### config.mk
export PLATFORM = sky130hd
export DESIGN_NAME = compare_run_ctrl
export DESIGN_NICKNAME = d
export VERILOG_FILES = /design/src/rtl/compare_run_ctrl.sv
export SDC_FILE = /design/constraint.sdc
export NUM_CORES = 1
export LEC_CHECK = 0
export ABC_AREA = 1
export BUFFER_PORTS_ARGS = -buffer_cell sky130_fd_sc_hd__buf_4
export CAP_MARGIN = 40
export CORE_ASPECT_RATIO = 1.25
export CORE_UTILIZATION = 50
export DETAILED_ROUTE_END_ITERATION = 7
export PLACE_DENSITY_LB_ADDON = 0.08
export SETUP_SLACK_MARGIN = 0.15
export SLEW_MARGIN = 30
export SYNTH_ARGS = -nofsm -noshare
export SYNTH_HDL_FRONTEND = slang
export SYNTH_SLANG_ARGS = --single-unit
### constraint.sdc
create_clock -name clk -period 2.96 [get_ports clk]
set_input_delay 0.592 -clock clk [delete_from_list [all_inputs] [get_ports clk]]
set_output_delay 0.592 -clock clk [all_outputs]
set_load 0.02 [all_outputs]
### src/rtl/compare_run_ctrl.sv
// Run controller that gates a two-stream compare: clears the comparator, passes a fixed number of beats, drains late mismatches and latches the result.
// Optional watchdog on beat-less RUN cycles is enabled by defining COMPARE_RUN_CTRL_TIMEOUT_EN.
module compare_run_ctrl #(
    parameter int CLEAR_CYCLES  = 4,
    parameter bit STOP_ON_ERROR = 1'b0
) (
    input  logic        clk,
    input  logic        aresetn,
    input  logic        start,
    input  logic        abort,
    input  logic [31:0] target_words,
    input  logic [31:0] timeout_cycles,
    input  logic        s_axis_0_tvalid,
    input  logic        s_axis_1_tvalid,
    output logic        s_axis_0_tready,
    output logic        s_axis_1_tready,
    output logic        m_axis_0_tvalid,
    output logic        m_axis_1_tvalid,
    input  logic        m_axis_0_tready,
    input  logic        m_axis_1_tready,
    input  logic        mismatch,
    output logic        cmp_reset,
    output logic        cmp_latch,
    output logic        busy,
    output logic        done,
    output logic        pass,
    output logic        timed_out,
    output logic        aborted,
    output logic [31:0] run_words,
    output logic [31:0] run_errors,
    output logic [2:0]  state
);

    localparam logic [2:0] S_IDLE  = 3'd0;
    localparam logic [2:0] S_CLEAR = 3'd1;
    localparam logic [2:0] S_RUN   = 3'd2;
    localparam logic [2:0] S_DRAIN = 3'd3;
    localparam logic [2:0] S_LATCH = 3'd4;
    localparam logic [2:0] S_DONE  = 3'd5;

    function automatic logic [31:0] sat_inc(input logic [31:0] v);
        return (v == 32'hFFFF_FFFF) ? v : v + 32'd1;
    endfunction

    logic [2:0]  next_state;
    logic [7:0]  phase_cnt;
    logic [31:0] tgt_cap;
    logic        in_run;
    logic        beat;
    logic        start_ok;
    logic        hit_tgt;
    logic        stop_hit;
    logic        tmo_hit;
    logic        kill;
    logic        err_win;

    assign in_run   = (state == S_RUN);
    assign beat     = in_run & s_axis_0_tvalid & s_axis_1_tvalid & m_axis_0_tready & m_axis_1_tready;
    assign start_ok = start && (target_words != 32'd0) && ((state == S_IDLE) || (state == S_DONE));
    assign hit_tgt  = beat && (run_words + 32'd1 == tgt_cap);
    assign stop_hit = STOP_ON_ERROR && in_run && mismatch;
    assign kill     = busy && abort;
    assign err_win  = in_run || (state == S_DRAIN);

`ifdef COMPARE_RUN_CTRL_TIMEOUT_EN
    logic [31:0] idle_cnt;
    logic [31:0] tmo_cap;

    assign tmo_hit = in_run && !beat && (tmo_cap != 32'd0) && (idle_cnt + 32'd1 == tmo_cap);

    always_ff @(posedge clk or negedge aresetn) begin
        if (!aresetn) begin
            idle_cnt  <= 32'd0;
            tmo_cap   <= 32'd0;
            timed_out <= 1'b0;
        end else if (start_ok) begin
            idle_cnt  <= 32'd0;
            tmo_cap   <= timeout_cycles;
            timed_out <= 1'b0;
        end else if (in_run) begin
            idle_cnt <= beat ? 32'd0 : idle_cnt + 32'd1;
            if (tmo_hit && !abort)
                timed_out <= 1'b1;
        end
    end
`else
    logic unused_tmo;
    assign unused_tmo = ^timeout_cycles;
    assign tmo_hit    = 1'b0;
    assign timed_out  = 1'b0;
`endif

    always_ff @(posedge clk or negedge aresetn) begin
        if (!aresetn)
            state <= S_IDLE;
        else
            state <= next_state;
    end

    always_comb begin
        next_state = state;
        case (state)
            S_IDLE, S_DONE: if (start_ok) next_state = S_CLEAR;
            S_CLEAR:        if (phase_cnt == 8'(CLEAR_CYCLES - 1)) next_state = S_RUN;
            S_RUN:          if (hit_tgt || stop_hit || tmo_hit) next_state = S_DRAIN;
            S_DRAIN:        if (phase_cnt == 8'd1) next_state = S_LATCH;
            S_LATCH:        next_state = S_DONE;
            default:        next_state = S_IDLE;
        endcase
        // Abort wins over every other exit from an active state.
        if (kill)
            next_state = S_DONE;
    end

    always_comb begin
        busy            = (state == S_CLEAR) || (state == S_RUN) || (state == S_DRAIN) || (state == S_LATCH);
        cmp_reset       = (state == S_CLEAR);
        cmp_latch       = (state == S_LATCH);
        m_axis_0_tvalid = in_run & s_axis_0_tvalid;
        m_axis_1_tvalid = in_run & s_axis_1_tvalid;
        s_axis_0_tready = in_run & m_axis_0_tready;
        s_axis_1_tready = in_run & m_axis_1_tready;
    end

    // phase_cnt restarts on every state change, so it times both CLEAR and DRAIN.
    always_ff @(posedge clk or negedge aresetn) begin
        if (!aresetn) begin
            phase_cnt  <= 8'd0;
            tgt_cap    <= 32'd0;
            run_words  <= 32'd0;
            run_errors <= 32'd0;
            done       <= 1'b0;
            pass       <= 1'b0;
            aborted    <= 1'b0;
        end else begin
            phase_cnt <= (next_state != state) ? 8'd0 : phase_cnt + 8'd1;
            if (start_ok) begin
                tgt_cap    <= target_words;
                run_words  <= 32'd0;
                run_errors <= 32'd0;
                done       <= 1'b0;
                pass       <= 1'b0;
                aborted    <= 1'b0;
            end else begin
                if (beat)
                    run_words <= run_words + 32'd1;
                if (mismatch && err_win)
                    run_errors <= sat_inc(run_errors);
                if (kill) begin
                    done    <= 1'b1;
                    pass    <= 1'b0;
                    aborted <= 1'b1;
                end else if (state == S_LATCH) begin
                    done <= 1'b1;
                    pass <= (run_errors == 32'd0) && !timed_out && !aborted;
                end
            end
        end
    end

endmodule

==> results.toml <==
[yosys]
postSynthAreaPerCell_um2 = 6.947
post-synth-top-count-cell = "nand2_1"
synth.yosys.seq_area_share_pct = 38.39
main_synth_ff_type = "dfrtp_1"
synthDominantAreaCellType = "dfrtp_1"
synth_area_um2 = 7169
synthesis.nets = 1110
post-synth-top-area-fraction_pct = 38.39
fraction_of_synthesis_flops_using_an_asynchronous_set_or_reset_pin_pct = 100.0
synthSimpleGateAreaFrac_pct = 38.74
synth-compound-area-share_pct = 8.691
yosys_synthesis_warning_count = 0
yosysUniqueCellTypes = 45
synth-edff-count = 0
synth_fa_ha_area_share_pct = 0.8726
post_synth_inst_count = 1032
yosys.area_share.xor_xnor_pct = 3.421
yosys_register_bits = 110
largest_family_of_logic_cells_by_synthesized_area = "simple AND/OR/NAND/NOR gates"
netlist_top_cells_area = "dfrtp_1, nand2_1, inv_1, nand3_1, nor2_1"
post_synth_most_frequent_cells = "nand2_1, inv_1, dfrtp_1"
synthMuxAreaShare_pct = 0

[pwr]
share_seq_of_total_power_pct = 39.1
power.switching_uw = 1832
p_comb_share_pct = 31.3
power_report.internal_total_uw = 3359
powerDensity_nw_per_um2 = 593.2
power.clock.fraction_pct = 29.6
switching_share_of_total_power_pct = 35.29
power.leakage_uw = 0.004465
vdd_ir_drop_max_v = 0.0003575

[setup_path]
critPathTopFamily = "simple AND/OR/NAND/NOR gates"
crit-reg2reg-capture = "phase_cnt[6]"
cp.depth = 17
critical_path.max_fanout = 8
rr_worst_depth = 17
setup.worst_path.start_class = "register"
worstPathCellList = "ha_1 > nand2_2 > nor2_4 > nand2_4 > nor2_8 > nand2_1 > nand3b_1 > nand2_1 > nor2_1 > nand3_1 > nor2_1 > nand3_2 > nand2_2 > nand2_2 > nand2_2 > nand2_4 > nor2_2"
crit_path_frequent_cell = "nand2_2"
crit_required_ns = 3.26
setup.worst_path.class = "reg2reg"
reg2reg_slack_ns = 0.45
timing.critical_path.slowest_stage_cell = "dfrtp_1"
timing.critical_path.from = "run_words[1]"
worst_setup_endpoint = "phase_cnt[6]"
end_kind = "register"
arrival_ns = 2.81
crit-reg2reg-launch = "run_words[1]"
critPathMaxStageDelay_ns = 0.44
worst-path-buf-inv = 0

[die]
die_area_um2 = 14820
std_cell_rows = 48
dieWidth_um = 109.1
initial_utilization_pct = 51.45
core_region_area_um2 = 13930
io-pin-count = 151
die_height_um = 135.9

[place]
finalWeightedCongestion = 0.9423
buffer_ports.inserted = 117
post-dp-hpwl_mm = 15.34

[global_route]
grt_antenna_before_repair = 0
pin_count_of_the_biggest_net_entering_global_routing = 51
track_usage_pct = 28.61
first_global_vias = 6664
grt_first_pass_wirelength_mm = 32.49
grt_remaining_overflow = 0

[timing]
final.setup.tns_ns = 0
maxSlewViolCount = 0
finalClockSkew_ns = 0.007398
post-route-period-util_pct = 84.88
timing.fmax_mhz = 398.0
rsz0062_at_grt = "false"
finalHoldViolations = 0
timing.max_slew.rel_slack_pct = 55.82
worstMarginPinSlew_ns = 0.6627
timing.final.setup_violations = 0
finalWorstPathRequiredPeriod_ns = 2.513

[routing]
drc_errors = 0
routed_wirelength_mm = 20.07
drtIter0Drc = 314
drt-wirelength-per-cell_um = 14.99
drtPass1Iterations = 5
drt.antenna.violating_nets = 0
via_count = 6998
viasPerCell = 5.226

[run_status]
run_status = "complete, no violations"

[clock_network]
clk_latency_ns = 0.36
cts.sinks = 110
post-cts-setup-buffers = 0
cts-buffers-inserted = 9
cts_hold_repair.buffers = 0
cts-resized-gates = 0
clock_tree.buffer_depth = 2
cts.reportedPaths.clkPinSlew_ns = 0.07
clk_root_buffer_cell = "clkbuf_16"
cts_htree_levels = 3
tritoncts = "built"

[final_layout]
drive_gt1_share_pct = 18.04
num_antenna_cells = 0
num-nets-final = 1237
area_growth_pct = 22.06
final_util_pct = 62.81

[worst_hold_path]
min-delay-path-class = "in2async"

[flow_run]
maxCapViolCount = 0
-- through the flow --
stage | total power, µW | instance area, µm² | instances | hold WS [ns] | worst slack (ns)
after floorplan | 3093 | 7169 | 1032 | 0.2964 | 0.6996
final | 5191 | 8751 | 1339 | 0.2598 | 0.4475
after global routing | 5490 | 8751 | 1339 | 0.3257 | 0.2136
after CTS | 5224 | 8751 | 1339 | 0.2875 | 0.4324
after global placement | 3655 | 8369 | 1323 | 0.4702 | 0.4876
after detailed placement | 3682 | 8369 | 1323 | 0.4769 | 0.4476
-- kinds of logic (layout without fill, tap and decap cells) --
group,Yosys count,count (layout)
compound gates,113,113
fa+ha+maj,5,5
xor+xnor,26,26
other cells,1,1
buf+inv,186,318
simple gates,591,591
flops,110,110
-- cell type report --
cell class / instances / area [µm²]
Sequential cell: 110 / 2753
Tap cell: 175 / 219.0
Clock buffer: 11 / 252.7
Fill cell: 1350 / 5182
Clock inverter: 5 / 128.9
Inverter: 165 / 619.3
Multi-Input combinational cell: 736 / 3725
Timing Repair Buffer: 137 / 1054
-- layout by cell type, fill, tap and decap left out, drive strengths merged, types with 2 or more instances in the layout --
cell and count:
nor4 19, or2 2, a22oi 2, clkinv 2, bufinv 4, a32oi 5, xnor2 5, ha 5
nor2 120, nor3 19, nand3b 13, o22ai 8, dfrtp 110, clkbuf 11, nand3 97, xor2 20
a2bb2oi 2, o31ai 2, nand2 295, o21ai 69, buf 137, and3 2, a21oi 20, inv 164
nand4 22, a31oi 2
-- flip-flops by register name, indices dropped and copies added (netlist names) --
register / cells
aborted: 1
pass: 1
run_words: 32
tgt_cap: 32
run_errors: 32
phase_cnt: 8
state: 3
done: 1
-- power groups by stage --
stage / clock network [µW] / registers, µW / logic (µW)
finish: 1540 / 2030 / 1620
global route: 1600 / 2060 / 1830
global placement: 0 / 2050 / 1610
floorplan: 0 / 2040 / 1060
detailed placement: 0 / 2050 / 1630
CTS: 1560 / 2030 / 1630
-- worst register-to-register path: stages (launching register included) --
cell and delay [ns]:
dfrtp_1 0.44, ha_1 0.25, nand2_2 0.10, nor2_4 0.15, nand2_4 0.13, nor2_8 0.18
nand2_1 0.08, nand3b_1 0.09, nand2_1 0.07, nor2_1 0.15, nand3_1 0.10, nor2_1 0.17
nand3_2 0.13, nand2_2 0.09, nand2_2 0.05, nand2_2 0.08, nand2_4 0.10, nor2_2 0.10
-- routing by layer --
metal / GRT usage, % / wire length [µm] / vias up
li1: - / - / 3573
met2: 50.45 / 10230 / 181
met3: 2.972 / 864 / 32
met5: 0 / 0 / -
met4: 13.51 / 599 / 0
met1: 34.48 / 8369 / 3212
-- worst min-delay path by stage --
stage,startpoint,end,slack (ns)
floorplan,aresetn,aborted,0.30
global placement,tgt_cap[31],tgt_cap[31],0.47
detailed placement,tgt_cap[27],tgt_cap[27],0.48
CTS,aresetn,tgt_cap[11],0.29
global route,aresetn,tgt_cap[11],0.33
finish,aresetn,tgt_cap[11],0.26
(Power assumes the default switching activity.)
